$ cat src/rtl/proc_pkg.sv
// Shared processor definitions: memory geometry, loader FSM encoding and the
// instruction opcodes used by instr_memory and by loader test images.
package proc_pkg;

  localparam int ADDR_W    = 16;
  localparam int DATA_W    = 16;
  localparam int MEM_DEPTH = 171;

  // Loader FSM encoding
  localparam logic [2:0] ST_RUN    = 3'd0;
  localparam logic [2:0] ST_CHECK  = 3'd1;
  localparam logic [2:0] ST_GET_HI = 3'd2;
  localparam logic [2:0] ST_GET_LO = 3'd3;
  localparam logic [2:0] ST_WRITE  = 3'd4;
  localparam logic [2:0] ST_FINISH = 3'd5;

  // Opcodes occupy instr[15:12]
  localparam logic [3:0] OP_NOP  = 4'h0;
  localparam logic [3:0] OP_LOAD = 4'h1;
  localparam logic [3:0] OP_STOR = 4'h2;
  localparam logic [3:0] OP_ADD  = 4'h3;
  localparam logic [3:0] OP_SUB  = 4'h4;
  localparam logic [3:0] OP_JMP  = 4'h5;
  localparam logic [3:0] OP_JZ   = 4'h6;
  localparam logic [3:0] OP_HALT = 4'hF;

  function automatic logic [DATA_W-1:0] mk_instr(input logic [3:0] op,
                                                 input logic [11:0] arg);
    return {op, arg};
  endfunction

endpackage

$ cat src/rtl/byte_pair_assembler.sv
// Captures a high byte then a low byte from the loader stream and presents
// the resulting big-endian word; ready is driven purely by the FSM phase.
module byte_pair_assembler
  import proc_pkg::*;
(
  input  logic              clk,
  input  logic              rst_n,
  input  logic              get_hi,
  input  logic              get_lo,
  input  logic              byte_valid,
  input  logic [7:0]        byte_data,
  output logic              byte_ready,
  output logic              hi_done,
  output logic              lo_done,
  output logic [DATA_W-1:0] word
);

  logic [7:0] hi_byte;

  assign byte_ready = get_hi | get_lo;
  assign hi_done    = get_hi & byte_valid;
  assign lo_done    = get_lo & byte_valid;

  always_ff @(posedge clk or negedge rst_n) begin
    if (!rst_n) begin
      hi_byte <= '0;
      word    <= '0;
    end else begin
      if (hi_done) hi_byte <= byte_data;
      if (lo_done) word    <= {hi_byte, byte_data};
    end
  end

endmodule

$ cat src/rtl/instr_load_ctrl.sv
// Arbitrates the single instr_memory port between CPU fetch and the byte-stream
// program loader; stalls the CPU during a load and restarts it at PC 0.
module instr_load_ctrl
  import proc_pkg::*;
(
  input  logic              clk,
  input  logic              rst_n,
  input  logic              load_req,
  input  logic [ADDR_W-1:0] word_count,
  input  logic              byte_valid,
  input  logic [7:0]        byte_data,
  output logic              byte_ready,
  input  logic [ADDR_W-1:0] cpu_addr,
  output logic [ADDR_W-1:0] mem_addr,
  output logic              mem_write_en,
  output logic [DATA_W-1:0] mem_instr_in,
  output logic              cpu_stall,
  output logic              cpu_restart,
  output logic              load_done,
  output logic              load_err
);

  localparam logic [ADDR_W-1:0] DEPTH = ADDR_W'(MEM_DEPTH);

  logic [2:0]        state, state_nxt;
  logic [ADDR_W-1:0] ptr, count;
  logic [ADDR_W-1:0] ptr_inc;
  logic              hi_done, lo_done;

  byte_pair_assembler u_bpa (
    .clk        (clk),
    .rst_n      (rst_n),
    .get_hi     (state == ST_GET_HI),
    .get_lo     (state == ST_GET_LO),
    .byte_valid (byte_valid),
    .byte_data  (byte_data),
    .byte_ready (byte_ready),
    .hi_done    (hi_done),
    .lo_done    (lo_done),
    .word       (mem_instr_in)
  );

  assign ptr_inc = ptr + 1'b1;

  always_comb begin
    state_nxt = state;
    case (state)
      ST_RUN:    if (load_req) state_nxt = ST_CHECK;
      ST_CHECK:  if (count > DEPTH)      state_nxt = ST_RUN;
                 else if (count == '0)   state_nxt = ST_FINISH;
                 else                    state_nxt = ST_GET_HI;
      ST_GET_HI: if (hi_done) state_nxt = ST_GET_LO;
      ST_GET_LO: if (lo_done) state_nxt = ST_WRITE;
      ST_WRITE:  state_nxt = (ptr_inc == count) ? ST_FINISH : ST_GET_HI;
      ST_FINISH: state_nxt = ST_RUN;
      default:   state_nxt = ST_RUN;
    endcase
  end

  always_ff @(posedge clk or negedge rst_n) begin
    if (!rst_n) begin
      state    <= ST_RUN;
      ptr      <= '0;
      count    <= '0;
      load_err <= 1'b0;
    end else begin
      state <= state_nxt;
      if (state == ST_RUN && load_req) begin
        count    <= word_count;
        ptr      <= '0;
        load_err <= 1'b0;
      end
      // Oversized image is rejected before anything touches memory
      if (state == ST_CHECK && count > DEPTH) load_err <= 1'b1;
      if (state == ST_WRITE) ptr <= ptr_inc;
    end
  end

  assign mem_addr     = (state == ST_RUN) ? cpu_addr : ptr;
  assign mem_write_en = (state == ST_WRITE);
  assign cpu_stall    = (state != ST_RUN);
  assign cpu_restart  = (state == ST_FINISH);
  assign load_done    = (state == ST_FINISH);

endmodule

$ cat config.mk
export PLATFORM = sky130hd
export DESIGN_NAME = instr_load_ctrl
export DESIGN_NICKNAME = d
export VERILOG_FILES = /design/src/rtl/proc_pkg.sv /design/src/rtl/byte_pair_assembler.sv /design/src/rtl/instr_load_ctrl.sv
export SDC_FILE = /design/constraint.sdc
export NUM_CORES = 1
export LEC_CHECK = 0
export ABC_AREA = 1
export CAP_MARGIN = 20
export CORE_MARGIN = 3
export CORE_UTILIZATION = 54
export CTS_CLUSTER_DIAMETER = 60
export DETAILED_ROUTE_END_ITERATION = 8
export PLACE_DENSITY = 0.95
export SKIP_CTS_REPAIR_TIMING = 1
export SYNTH_ARGS = -nofsm -noshare
export SYNTH_HDL_FRONTEND = slang
export SYNTH_SLANG_ARGS = --single-unit
$ cat constraint.sdc
create_clock -name clk -period 3.3 [get_ports clk]
set_clock_uncertainty 0.1 [all_clocks]
set_input_delay 0.66 -clock clk [delete_from_list [all_inputs] [get_ports clk]]
set_output_delay 0.66 -clock clk [all_outputs]
set_load 0.02 [all_outputs]
==> results.md <==
* Status: complete, no violations
* Flop pwr share at 0.344
* Minimum clock period at 2.965 ns
* RSZ-0062 raised after global routing: false
* Post-Syn Area at 0.003402 mm²
* Yosys cell types at 26
* Place WS at 0.6460 ns
* Antenna Nets Post-Route at 0
* Combinational power share at 0.478
* Total Wirelength at 8.962 mm
* Synth area leader: dfrtp_1
* Max cap viols at 0
* Wire length per cell at 14.14 µm
* Final std cells w/o fill at 634
* Slew of the pin with the lowest slew margin at 0.7715 ns
* CTS tree: done
* Synthesized flop and latch total at 60
* Most frequent cells in the layout: 152 x nand2_1, 80 x clkdlybuf4s50_1, 60 x dfrtp_1
* Number of diodes at 0
* Die area at 0.007288 mm²
* Die extent in y at 85.37 µm
* Sw frac at 0.4263
* R2R cell count at 16
* Initial antenna violation count at 0
* Worst path max stage delay at 0.63 ns
* Syn Nets at 514
* Slowest CP cell: clkdlybuf4s50_1
* Final hold viol count at 0
* Final setup fails at 0
* Layout cells sized above 1 at 0.1073
* Placed Area at 0.004282 mm²
* Max Freq at 0.3373 GHz
* Top cells by area, synth: dfrtp_1 44%, nand2_1 17%, o21ai_0 8.7%
* Most common cell after layout, fill and taps aside: nand2_1
* Final Cell Area at 0.004479 mm²
* Net Sw Power at 0.001420 W
* Share of the synthesized area in the top cell type at 0.4413
* Instance count of the mapped netlist at 469
* Max transition margin at 0.4844
* Final #Nets at 599
* Placed wire-length estimate at 6.759 mm
* Footprint of the multi-input gates at 0.001617 mm²
* Die span in x at 85.37 µm
* Core area at 0.006026 mm²
* Syn_area_per_cell at 7.254 µm²
* Clock power share at 0.178
* Post-synthesis sequential area ratio at 0.4413
* Vias in the first global route at 3276
* Num rows at 28
* Worst-Skew Late Latency at 0.35 ns
* CTS sink cnt at 60
* Pint at 0.001910 W
* Total Routing Usage GR at 0.2579
* Drt first pass iters at 5
* Final Total Pwr at 0.003330 W
* Fillers at 446
* Largest net degree at the start of global routing at 47
* Root buf cell: clkbuf_8
* Critical path type: reg2out
* Setup_tns at 0 ns
* Crit path max fanout at 32
* Via count at 3485
* Critical Path Start Type: flop
* H-tree levels at 3
* Static leakage at 2.058 nW
* DP Cell Count at 617
* Yosys warnings at 0
* CP arrival at 2.20 ns
* Final setup margin at 0.3355 ns
* # IOs at 82
* Count of input and output buffers at 81
* RR Startpoint: ptr[0]
* Register area at 0.001501 mm²
* Crit end category: output pin
* Peak supply drop at 0.5060 mV
* R2r setup slk at 1.10 ns
* Vias/cell at 5.497
* Critical Path Source: state[1]
* Maximum buffer depth of the clock tree at 2
* CP required at 2.54 ns
* Period utilization at 0.8983
* Final GP Congestion at 0.9232
* GR Overflow Total at 0
* Critical-path cell list: nor2_1 > inv_1 > nor2_2 > buf_4 > nand2_1 > o21ai_0 > clkdlybuf4s50_1
* DRT iter0 DRCs at 257
* Worst hold path class: in2async
* Clk slew on worst S/H paths at 0.07 ns
* Num CTS Buffers at 9
* Final slew viol count at 0
* RR Endpoint: state[1]
* First-pass GRT wire length at 14.90 mm
* Area Growth Syn to Fin at 31.67%
* Initial core utilization at 0.5646
* Drc violations at 0
* Pwr Density at 743.4 mW/mm²
power groups by stage:
stage | Sequential [W] | Combinational [W] | Clock, W
floorplan | 0.00122 | 0.000869 | 0
global placement | 0.00114 | 0.00153 | 0
detailed placement | 0.00115 | 0.00158 | 0
CTS | 0.00114 | 0.00159 | 0.000598
global route | 0.00117 | 0.00178 | 0.000641
finish | 0.00115 | 0.00159 | 0.000592
how the worst max path moves through the flow:
stage,slack [ns],endpoint
final,0.34,mem_addr[2]
after global routing,0.09,mem_addr[0]
after CTS,0.33,mem_addr[2]
after detailed placement,0.65,mem_addr[2]
after global placement,0.69,mem_addr[6]
after floorplan,1.16,mem_addr[10]
per-layer routing:
layer,part of all wire,global-route usage
met1,0.40,0.3170
met2,0.48,0.4209
met3,0.094,0.08544
met4,0.024,0.09928
met5,0,0
critical path, delay by kind of cell (launching register included):
| family | cells | cell delay, ns |
|---|---|---|
| buf+inv | 3 | 1.00 |
| flops | 1 | 0.41 |
| simple gates | 3 | 0.34 |
| compound gates | 1 | 0.09 |
cell type report:
type                       instances  share of cell area
clock buffer                       9             0.02765
clock inverter                     7             0.01201
inverter                          62             0.05223
multi-input combinational        335              0.3609
sequential                        60              0.3352
tap                               75             0.02095
timing repair buffer              86              0.1911
registers in the layout, summed over array words and instances, names as in the netlist:
signal	count
count	16
ptr	16
u_bpa.word	16
u_bpa.hi_byte	8
state	3
load_err	1
metrics by stage:
step | hold slack, ns | utilization
floorplan | 0.2644 | -
global placement | 0.3623 | 0.7105
detailed placement | 0.3735 | 0.7105
CTS | 0.3898 | 0.7400
global route | 0.03718 | 0.7434
finish | 0.04596 | 0.7434
cell usage after synthesis, drive strengths merged:
master,count
nor2,39
nand3,37
nor3,4
inv,61
a21oi,1
nand2,163
o22ai,10
nand4,8
or2,1
mux2,8
clkbuf,8
o21ai,61
dfrtp,60
clkinv,1
buf,4
ha,1
o21bai,1
xor2,1
cell families after synthesis:
group | share of synthesized area
and+or+nand+nor | 0.3299
buffers and inverters | 0.08422
AOI/OAI and AO/OA | 0.1118
DFF | 0.4413
muxes | 0.02648
xor gates and xnor gates | 0.002575
adders and majority gates | 0.003677
Note: power is estimated with default switching activity, not from simulation.
==> variant, RTL diff (same settings) <==
Reset style: synchronous (`rst_n`), changed in 2 clocked blocks.
--- a/src/rtl/byte_pair_assembler.sv
+++ b/src/rtl/byte_pair_assembler.sv
@@ -21,7 +21,7 @@
   assign hi_done    = get_hi & byte_valid;
   assign lo_done    = get_lo & byte_valid;
 
-  always_ff @(posedge clk or negedge rst_n) begin
+  always_ff @(posedge clk) begin
     if (!rst_n) begin
       hi_byte <= '0;
       word    <= '0;
--- a/src/rtl/instr_load_ctrl.sv
+++ b/src/rtl/instr_load_ctrl.sv
@@ -57,7 +57,7 @@
     endcase
   end
 
-  always_ff @(posedge clk or negedge rst_n) begin
+  always_ff @(posedge clk) begin
     if (!rst_n) begin
       state    <= ST_RUN;
       ptr      <= '0;
Behaviour: differs if rst_n is asserted again (counterexample within 4 cycles, from zero or initial values and one cycle with rst_n low); with rst_n held inactive, the same outputs for 10 cycles.
==> variant against the original RTL <==
Setup slack better by 0.088 ns. Fmax up 3.1%. Area after synthesis down 7.1%. Via count up 1.5%. Hold slack better by 0.32 ns. Highest routed layer unchanged. Die area down 6.6%. Sequential cell count unchanged. Global-route usage up 2.5 points. Wire length up 3.0%. Non-clock buffer count up 2. Final area down 4.6%.
Power is not compared: it rests on default switching activity, and its combinational part moved more than twofold at a synthesized area within 25%.
==> variant: results (changes against the original RTL) <==
run_status:
  status: "complete, no violations"
power:
  leakagePower_nw: 1.59
  ir_worst_vdd_uv: 479
synth:
  syn_avg_cell_area_sq_um: 6.45  # -11%
  synthFlopType: "dfxtp_1"
  netlist_top_cells_area: "dfxtp_1, nand2_1, a21oi_1"
  yosys_warnings: 0  # unchanged
  synth_nets: 535  # +4.1%
  synth_edf_count: 0  # unchanged
  ys_seq_area_share_pct: 38.0  # -6.1 points
  synth_common_cells: "nand2_1, dfxtp_1, a21oi_1, nand3_1, inv_1"
  yosysUniqueCellTypes: 26  # unchanged
  async_reset_ff_share_pct: 0  # -100 points
detailed_routing:
  routedWlPerCell_um: 14.3  # +1.1%
  wl_met2_um: 4520  # +5.6%
  wl_met1_um: 3740  # +3.3%
  num_vias: 3536  # +1.5%
  drtPass1Iterations: 9  # +4
  route.met3.wl_um: 837  # -0.59%
  highest_layer: "met4"
  drt-total-wl_um: 9230  # +3.0%
  drtIter0Drc: 261  # +1.6%
global_route:
  gr-usage-all-layers_pct: 28.3  # +2.5 points
  antenna_found_initial: 0  # unchanged
  grt_max_degree: 35  # -26%
  grt_pass1_vias: 3221  # -1.7%
  grt_pass1_wl_um: 14700  # -1.3%
placement:
  globalplace.congestion: 0.912  # -1.2%
  place_area_sq_mm: 0.00405  # -5.4%
  post-place-ws_ns: 0.625  # -0.0206 ns
  portBuffers: 81  # unchanged
  dp_cells: 630  # +2.1%
  hpwl_um: 6580  # -2.7%
sta:
  hold_slack_ns: 0.369  # +0.323 ns
  fin_crit_sh_pct: 87.2  # -2.7 points
  tightest_slew_ns: 0.842  # +0.0701 ns
critical_path:
  r2r_setup_slack_ns: 1.01  # -0.09 ns
  cp.arrival_ns: 2.12  # -0.08 ns
  cp_max_fo: 34  # +6.3%
layout:
  drive_gt1_share_pct: 7.84  # -2.9 points
  fin_nets: 614  # +2.5%
  fillers: 411  # -7.8%
  antenna_cells: 0  # unchanged
  reg_top3: "count (16), ptr (16), u_bpa.word (16)"
hold_path:
  hold_path.class: "register to register"
cts:
  clkTransAtPathRegs_ns: 0.07  # about the same
  cts-root-buf: "clkbuf_8"
  numCtsBuffers: 9  # unchanged
  htreeDepth: 3  # unchanged
  clockBufferDepth: 2  # unchanged
  clk_latency_ns: 0.35  # about the same
==> variant: cells by family (layout without fill, tap and decap cells) <==
family | after synthesis | in the layout | synth area share [%]
and+or+nand+nor | 264 | 264 | 37.0
buffers and inverters | 64 | 148 | 7.92
DFF | 60 | 60 | 38.0
xor gates and xnor gates | 4 | 4 | 1.11
AOI/OAI and AO/OA | 97 | 97 | 15.6
adders and majority gates | 1 | 1 | 0.396
==> variant: final cells by class <==
| type | count | area (sq um) | share of cell area [%] |
|---|---|---|---|
| clock buffer | 9 | 124 | 2.90 |
| clock inverter | 7 | 101 | 2.37 |
| inverter | 44 | 165 | 3.86 |
| multi-input combinational | 366 | 1710 | 40.0 |
| sequential | 60 | 1200 | 28.1 |
| tap | 72 | 90.1 | 2.11 |
| timing repair buffer | 88 | 883 | 20.7 |
==> variant: worst max-delay path: stages, from the launching register on <==
cell             delay, ns
dfxtp_1               0.34
nor2_1                0.14
inv_1                 0.09
nor2_2                0.07
buf_4                 0.29
inv_1                 0.17
nand2_1               0.09
nand2_1               0.05
clkdlybuf4s50_1       0.53
==> variant: path summary, 6_finish.rpt <==
check	start	end	depth (start not counted)
hold / removal	load_err	load_err	2
setup / recovery	state[1]	mem_addr[1]	8
setup reg to reg	ptr[1]	state[1]	13
hold reg to reg	load_err	load_err	2
==> variant: report_power, final <==
part           switching [mW]  leakage (nW)  internal [mW]  total (mW)
clock                   0.323         0.106          0.428       0.751
sequential             0.0217         0.487          0.750       0.772
combinational           0.186          1.00          0.149       0.335
==> variant: metal layers <==
| metal | up-vias | GRT usage, % |
|---|---|---|
| li1 | 1757 | - |
| met2 | 159 | 49.5 |
| met1 | 1602 | 33.7 |
| met4 | 0 | 8.50 |
| met3 | 18 | 7.48 |
| met5 | - | 0 |
